===== src/rtl/dram_write_buffer_pkg.sv =====
// Shared types and constants for the DRAM store write buffer.
// Entry layout is {adr, data}; both fields are full words.
package dram_write_buffer_pkg;

  localparam int XLEN       = 32;
  localparam int WBUF_DEPTH = 4;

  typedef struct packed {
    logic [XLEN-1:0] adr;
    logic [XLEN-1:0] data;
  } wbuf_entry_t;

endpackage


===== src/rtl/wbuf_fwd_match.sv =====
// Store-to-load forwarding: full-address match over valid entries,
// youngest match wins.
module wbuf_fwd_match
  import dram_write_buffer_pkg::*;
#(
  parameter  int DEPTH = WBUF_DEPTH,
  localparam int PW    = $clog2(DEPTH)
) (
  input  wbuf_entry_t     ent_i [DEPTH],
  input  logic [DEPTH-1:0] vld_i,
  input  logic [PW-1:0]    head_i,
  input  logic [XLEN-1:0]  adr_i,
  output logic             hit_o,
  output logic [XLEN-1:0]  data_o
);

  logic [PW-1:0] idx;

  // Walk from the head (oldest) towards the tail so the last
  // match found is the youngest one.
  always_comb begin
    hit_o  = 1'b0;
    data_o = '0;
    idx    = '0;
    for (int k = 0; k < DEPTH; k++) begin
      idx = head_i + PW'(k);
      if (vld_i[idx] && (ent_i[idx].adr == adr_i)) begin
        hit_o  = 1'b1;
        data_o = ent_i[idx].data;
      end
    end
  end

endmodule


===== src/rtl/dram_write_buffer.sv =====
// In-order store buffer between CPU and DRAM with load forwarding.
// Pops present the head entry; pushes are visible from the next cycle.
module dram_write_buffer
  import dram_write_buffer_pkg::*;
#(
  parameter int DEPTH = WBUF_DEPTH
) (
  input  logic            clk,
  input  logic            rst,
  input  logic            st_valid,
  output logic            st_ready,
  input  logic [XLEN-1:0] st_adr,
  input  logic [XLEN-1:0] st_wdin,
  input  logic [XLEN-1:0] ld_adr,
  input  logic [XLEN-1:0] ld_rd_in,
  output logic [XLEN-1:0] ld_rd_out,
  output logic            ld_hit,
  output logic            mem_we,
  output logic [XLEN-1:0] mem_adr,
  output logic [XLEN-1:0] mem_wdin,
  input  logic            mem_ready,
  output logic            empty
);

  localparam int PW = $clog2(DEPTH);
  localparam int CW = PW + 1;

  wbuf_entry_t      ent_q [DEPTH];
  logic [DEPTH-1:0] vld_q, vld_d;
  logic [PW-1:0]    wp_q, wp_d;
  logic [PW-1:0]    rp_q, rp_d;
  logic [CW-1:0]    cnt_q, cnt_d;

  logic            push;
  logic            pop;
  logic            fwd_hit;
  logic [XLEN-1:0] fwd_data;

  assign empty    = (cnt_q == '0);
  assign st_ready = (cnt_q != CW'(DEPTH));
  assign mem_we   = !empty;
  assign push     = st_valid && st_ready;
  assign pop      = mem_we && mem_ready;

  assign mem_adr  = empty ? '0 : ent_q[rp_q].adr;
  assign mem_wdin = empty ? '0 : ent_q[rp_q].data;

  // Push and pop never target the same slot: push needs !full,
  // pop needs !empty, and wp==rp only in those two states.
  always_comb begin
    wp_d  = wp_q;
    rp_d  = rp_q;
    cnt_d = cnt_q;
    vld_d = vld_q;
    if (push) begin
      vld_d[wp_q] = 1'b1;
      wp_d        = wp_q + PW'(1);
    end
    if (pop) begin
      vld_d[rp_q] = 1'b0;
      rp_d        = rp_q + PW'(1);
    end
    case ({push, pop})
      2'b10:   cnt_d = cnt_q + CW'(1);
      2'b01:   cnt_d = cnt_q - CW'(1);
      default: cnt_d = cnt_q;
    endcase
  end

  always_ff @(posedge clk) begin
    if (rst) begin
      wp_q  <= '0;
      rp_q  <= '0;
      cnt_q <= '0;
      vld_q <= '0;
    end else begin
      wp_q  <= wp_d;
      rp_q  <= rp_d;
      cnt_q <= cnt_d;
      vld_q <= vld_d;
    end
  end

  // Payload storage is qualified by vld_q, so it carries no reset.
  always_ff @(posedge clk) begin
    if (push && !rst) begin
      ent_q[wp_q].adr  <= st_adr;
      ent_q[wp_q].data <= st_wdin;
    end
  end

  wbuf_fwd_match #(
    .DEPTH (DEPTH)
  ) u_fwd (
    .ent_i  (ent_q),
    .vld_i  (vld_q),
    .head_i (rp_q),
    .adr_i  (ld_adr),
    .hit_o  (fwd_hit),
    .data_o (fwd_data)
  );

  assign ld_hit    = fwd_hit;
  assign ld_rd_out = fwd_hit ? fwd_data : ld_rd_in;

endmodule


===== config.mk =====
export PLATFORM = sky130hd
export DESIGN_NAME = dram_write_buffer
export DESIGN_NICKNAME = d
export VERILOG_FILES = /design/src/rtl/dram_write_buffer_pkg.sv /design/src/rtl/wbuf_fwd_match.sv /design/src/rtl/dram_write_buffer.sv
export SDC_FILE = /design/constraint.sdc
export NUM_CORES = 1
export LEC_CHECK = 0
export CAP_MARGIN = 20
export CORE_MARGIN = 2
export CORE_UTILIZATION = 55
export DETAILED_ROUTE_END_ITERATION = 10
export GPL_TIMING_DRIVEN = 0
export PLACE_DENSITY = 0.86
export RECOVER_POWER = 25
export SYNTH_ARGS = -nofsm -noshare
export SYNTH_HDL_FRONTEND = slang
export SYNTH_HIERARCHICAL = 1
export SYNTH_SLANG_ARGS = --single-unit

===== constraint.sdc =====
create_clock -name clk -period 9.39 [get_ports clk]
set_input_delay 1.4085 -clock clk [delete_from_list [all_inputs] [get_ports clk]]
set_output_delay 1.4085 -clock clk [all_outputs]
set_load 0.005 [all_outputs]

# After elaboration in Yosys (flattened, before gate mapping)
# Index checks and enable logic that the tools add are counted.
# W data, S select, Z words.
# classes
n_addsub	6
n_lt_le_gt_ge	13
eq_ne	7
mux	44
n_bitwise	8
reduce_logical	14
# ops
cell	count
$mux W64	9
$bmux W64 S2	4
$bwmux W256	2
$demux W64 S2	2
$mux W32	8
$eq A32 B32 Y1	4
$ge A3 B3 Y1 const B	5
$lt A2 B3 Y1 const B	5
$not A2 Y3	5
$logic_and A1 B1 Y1	10
$mux W1	10
$bmux W1 S2	4
$mux W4	2
$pmux W3 S2	1
$add A2 B1 Y2 const B	2
$add A2 B2 Y2 const B	2
$and A4 B4 Y4	1
$demux W1 S2	2
$ge A2 B1 Y1 const B	2
$not A4 Y4	1
$or A4 B4 Y4	1
$add A3 B1 Y3 const B	1
$logic_not A3 Y1	1
$lt A3 B1 Y1 const B	1
6 further kinds	7
# totals
reg_bits	267
input_bits	132
elab_cells	104

# Longest topological paths before layout
# depth
depth_word	11
depth_mapped	19

# Cells and area by module
# Netlist, hierarchy kept.
# modules_own_cells
module	n_inst	cells_per_inst	area_each_um2	seq_area_each_um2
dram_write_buffer	1	650	11521.0	7907.6
wbuf_fwd_match	1	1077	8897.3	0.0

# Worst setup path before layout
# Ideal clock, no wire load.
# synth_timing
kind	input -> register
from	input port rst
to	register ent_q[0] in the netlist's numbering (enable)
setup_ps	578
arrival_ps	6500
path_slack_ps	2312
cell_stages	3
n_path_buf	2
cell_sequence	clkbuf_1 -> clkbuf_1 -> nor3b_1
# synth_between
elab_chain_cells	2
# synth_lines
element	line	source
start, declared	dram_write_buffer.sv:9	input logic rst,
$logic_not A1 Y1	dram_write_buffer.sv:86	if (push && !rst) begin
$logic_and A1 B1 Y1	dram_write_buffer.sv:86	
end, declared	dram_write_buffer.sv:28	wbuf_entry_t ent_q [DEPTH];
# No other way between the ends.
# A chain may end at the register's enable or synchronous reset.

# Worst setup path in the final report
# layout_timing
from	register rp_q[0]
to	output port ld_rd_out[29]
# layout_between
elab_chain_cells	11
elab_cells_between_ends	44
# layout_lines
element	line	source
start, declared	dram_write_buffer.sv:31	logic [PW-1:0] rp_q, rp_d;
start signal, assigned	dram_write_buffer.sv:78	rp_q <= rp_d;
$add A2 B1 Y2 or $not A2 Y3 (tied branches)	wbuf_fwd_match.sv:26, wbuf_fwd_match.sv:27, wbuf_fwd_match.sv:29	
$not A2 Y3 (implied by the code) or $bmux W64 S2 (tied branches)	wbuf_fwd_match.sv:27, wbuf_fwd_match.sv:29	
$bmux W64 S2 or $mux W64 (tied branches)	wbuf_fwd_match.sv:27, wbuf_fwd_match.sv:29	
$mux W64 (on tied branches)	wbuf_fwd_match.sv:27, wbuf_fwd_match.sv:29	
$mux W64 (implied by the code) or $eq A32 B32 Y1 (tied branches)	wbuf_fwd_match.sv:29, wbuf_fwd_match.sv:27	
$eq A32 B32 Y1 or $logic_and A1 B1 Y1 (tied branches)	wbuf_fwd_match.sv:27	if (vld_i[idx] && (ent_i[idx].adr == adr_i)) begin
$logic_and A1 B1 Y1 (tied with other cells)	wbuf_fwd_match.sv:27	
$mux W32 or $mux W1 (tied branches) (3 in series)	wbuf_fwd_match.sv:27	
$mux W32 (*)	dram_write_buffer.sv:104	assign ld_rd_out = fwd_hit ? fwd_data : ld_rd_in;
end, declared	dram_write_buffer.sv:16	output logic [XLEN-1:0] ld_rd_out,
# Mark *: on every way between the ends. The rest lies on a longest branch, timed or not. The select of a mux whose other input is x is not followed.

==> results.ini <==
[run_status]
outcome=complete, no violations

[sta]
slew_viol_final=0
fin_crit_sh_pct=99.0
skew_ns=0.0384
fmax_mhz=108
finalSetupViolCount=0
relSlewSlack_pct=24.3
tightest_slew_ns=1.14
rsz0062_at_grt=false
hold_viol=0
min_period_ns=9.30

[route]
drt_iter0_drc=3078
via_per_inst=7.60
drc=0
wirelength_um=90800
dr.pass1.iters=10
vias=19000
ant_nets=0
wire_per_inst_um=36.4

[clocking]
cts_buffers=30
htreeDepth=1
path_clk_slew_ns=0.07
root_buffer=clkbuf_16
cts_buffer_depth=3
clk_latency_ns=0.61
clock_sinks=267
cts_tree=done

[place]
portBuffers=208
dp_hpwl_um=68000
placed_area_mm2=0.0234
gp_congestion=1.07

[grt]
overflow=0
first_global_vias=18500
grt_start_max_net_pins=16
gr-usage-all-layers_pct=46.4
antenna_found_initial=6
grt_pass1_wl_um=129000

[logic_synthesis]
ys_ff_latch=267
seq_area_frac_synth_pct=38.7
synth_area_per_cell_um2=11.8
async_reset_ff_share_pct=0
synth_nets=1869
synth_commonest_cells=edfxtp_1 (256), and2_1 (200), mux2i_1 (192)
synth_edf_count=256
synth_most_common_cell=edfxtp_1
synthDistinctLibCells=78
yosysTopAreaCell=edfxtp_1
netlist_instances=1727
yosys_most_used_dff=edfxtp_1
synth.area.top_cells=edfxtp_1 (38%), mux4_2 (12%), mux2i_1 (9.4%)
synth_area_mm2=0.0204
yosysWarningCount=6
synth_top_area_share_pct=37.6

[setup_path]
cpPeakStageDelay_ns=0.69
startpoint_type=flop
critPathSlowestCell=dfxtp_1
crit_required_ns=7.98
worst-path-max-fanout=10
crit_path_frequent_cell=buf_2
cp-end-kind=output pin
crit_chain=buf_4 > buf_6 > inv_2 > buf_2 > clkbuf_1 > clkbuf_2 > a21oi_1 > o221ai_1 > nor4_1 > o21ai_1 > o31ai_2 > buf_2 > or3_1 > clkbuf_1 > buf_2 > mux2_2 > clkdlybuf4s50_1
crit_family=buffers and inverters
critPathKind=reg -> out
cp_num_buf_inv=10
crit_arrival_ns=7.89

[layout]
layout-drive-gt1-share_pct=17.1
fillers=2625
stdcell_area_mm2=0.0245
area_growth_pct=20.0
nets=2141

[min_path]
hold_path.class=reg -> reg

[die]
initial_core_util_pct=55.8
dieArea_mm2=0.0387
rows=70
die_w_um=197
num_io_pins=232
core_mm2=0.0366
die_y_um=197

[power_and_ir_drop]
finalPower_mw=5.70
power_density_mw_per_mm2=233
peakVddDrop_uv=256
p_leak_nw=7.65

[flow_run]
drv_cap=0

-- power by group --
part | internal, mW | total, mW | switching [mW] | leakage, nW
Sequential | 1.40 | 1.47 | 0.0783 | 2.37
Clock | 0.722 | 1.24 | 0.522 | 0.486
Combinational | 1.30 | 2.99 | 1.69 | 4.79
-- layout by cell type, fill, tap and decap left out, types with 10 or more instances in the layout --
cell | netlist | layout
mux2i_1 | 192 | 192
clkdlybuf4s50_1 | 0 | 166
mux4_2 | 111 | 111
nor2_1 | 58 | 58
nor3_1 | 23 | 23
dfxtp_1 | 11 | 11
o21ai_0 | 16 | 16
mux2_1 | 11 | 11
and2_0 | 0 | 14
edfxtp_1 | 256 | 256
nand4_1 | 17 | 17
a211oi_1 | 26 | 26
and3_1 | 22 | 22
nand3_1 | 10 | 10
o22ai_1 | 14 | 14
o32a_1 | 24 | 24
a41oi_1 | 28 | 28
and2_1 | 200 | 186
a21oi_1 | 13 | 13
buf_2 | 27 | 27
buf_6 | 15 | 41
dlygate4sd3_1 | 0 | 42
xnor2_1 | 65 | 65
a2111oi_0 | 36 | 36
nand2_1 | 61 | 61
o31ai_1 | 19 | 19
a221oi_1 | 10 | 10
buf_1 | 21 | 21
a31o_2 | 11 | 11
xor2_1 | 41 | 41
a311oi_1 | 18 | 18
inv_1 | 20 | 20
clkbuf_1 | 103 | 106
clkbuf_16 | 0 | 30
a31oi_1 | 12 | 12
mux2_2 | 74 | 74
-- flip-flops by register name, summed over array words and instances, names as in the netlist --
name,flops
rp_q,2
wp_q,2
ent_q,256
vld_q,4
cnt_q,3
-- cell families after synthesis --
group / count (synthesis) / synth area share [%]
fa+ha+maj: 10 / 0.650
mux: 390 / 26.5
simple gates: 448 / 12.3
xor+xnor: 106 / 4.55
compound gates: 311 / 12.5
buf+inv: 195 / 4.78
flops: 267 / 38.7
-- worst reg2reg max path, stage by stage (launching register included) --
cell and delay (ns):
dfxtp_1 0.35, inv_1 0.12, ha_1 0.55, nor3b_2 0.84, buf_6 0.28, buf_6 0.21
buf_6 0.17, buf_6 0.17
-- per-layer routing --
metal	share of wire (%)	wire (um)	vias to the layer above	GRT usage, %
met5	0.12	110	-	0.894
met4	4.6	4200	8	17.4
met3	16	14100	405	15.8
met2	42	37700	1897	66.7
met1	38	34700	9281	65.1
li1	-	-	7366	-
-- final timing paths --
check,endpoint,slack [ns],start,depth (start not counted)
worst max-delay path,ld_rd_out[29],0.09,rp_q[0],17
worst min-delay path,wp_q[1],0.57,wp_q[1],2
worst min register to register,wp_q[1],0.57,wp_q[1],2
worst max register to register,ent_q[115],6.36,wp_q[0],7
-- timing repair --
action                                  in CTS  in global routing
pin swaps                                    0                  1
endpoints found under the setup margin      22                 30
buffers inserted                             0                  2
hold buffers                                 0                  0
resized for setup                            1                  0
-- final cells by class --
type / instances / area [um2] / area share [%]
antenna: 3 / 7.51 / 0.0306
buffer: 173 / 895 / 3.65
clock buffer: 35 / 769 / 3.14
timing repair buffer: 241 / 2460 / 10.0
multi-input combinational: 1265 / 11600 / 47.2
inverter: 21 / 78.8 / 0.322
clock inverter: 20 / 241 / 0.986
tap: 468 / 586 / 2.39
sequential: 267 / 7910 / 32.3
-- metrics by stage --
stage               cells  setup WS (ns)  util [%]  hold slack, ns  TNS (ns)
global route         2492          0.219      66.9           0.613         0
CTS                  2487         0.0716      66.8           0.565         0
finish               2493         0.0923      66.9           0.570         0
floorplan            1727           2.31         -           0.475         0
detailed placement   2432          0.591      64.0           0.548         0
global placement     2403          -2.40      63.1           0.484   -597.29
(Power assumes the default switching activity.)
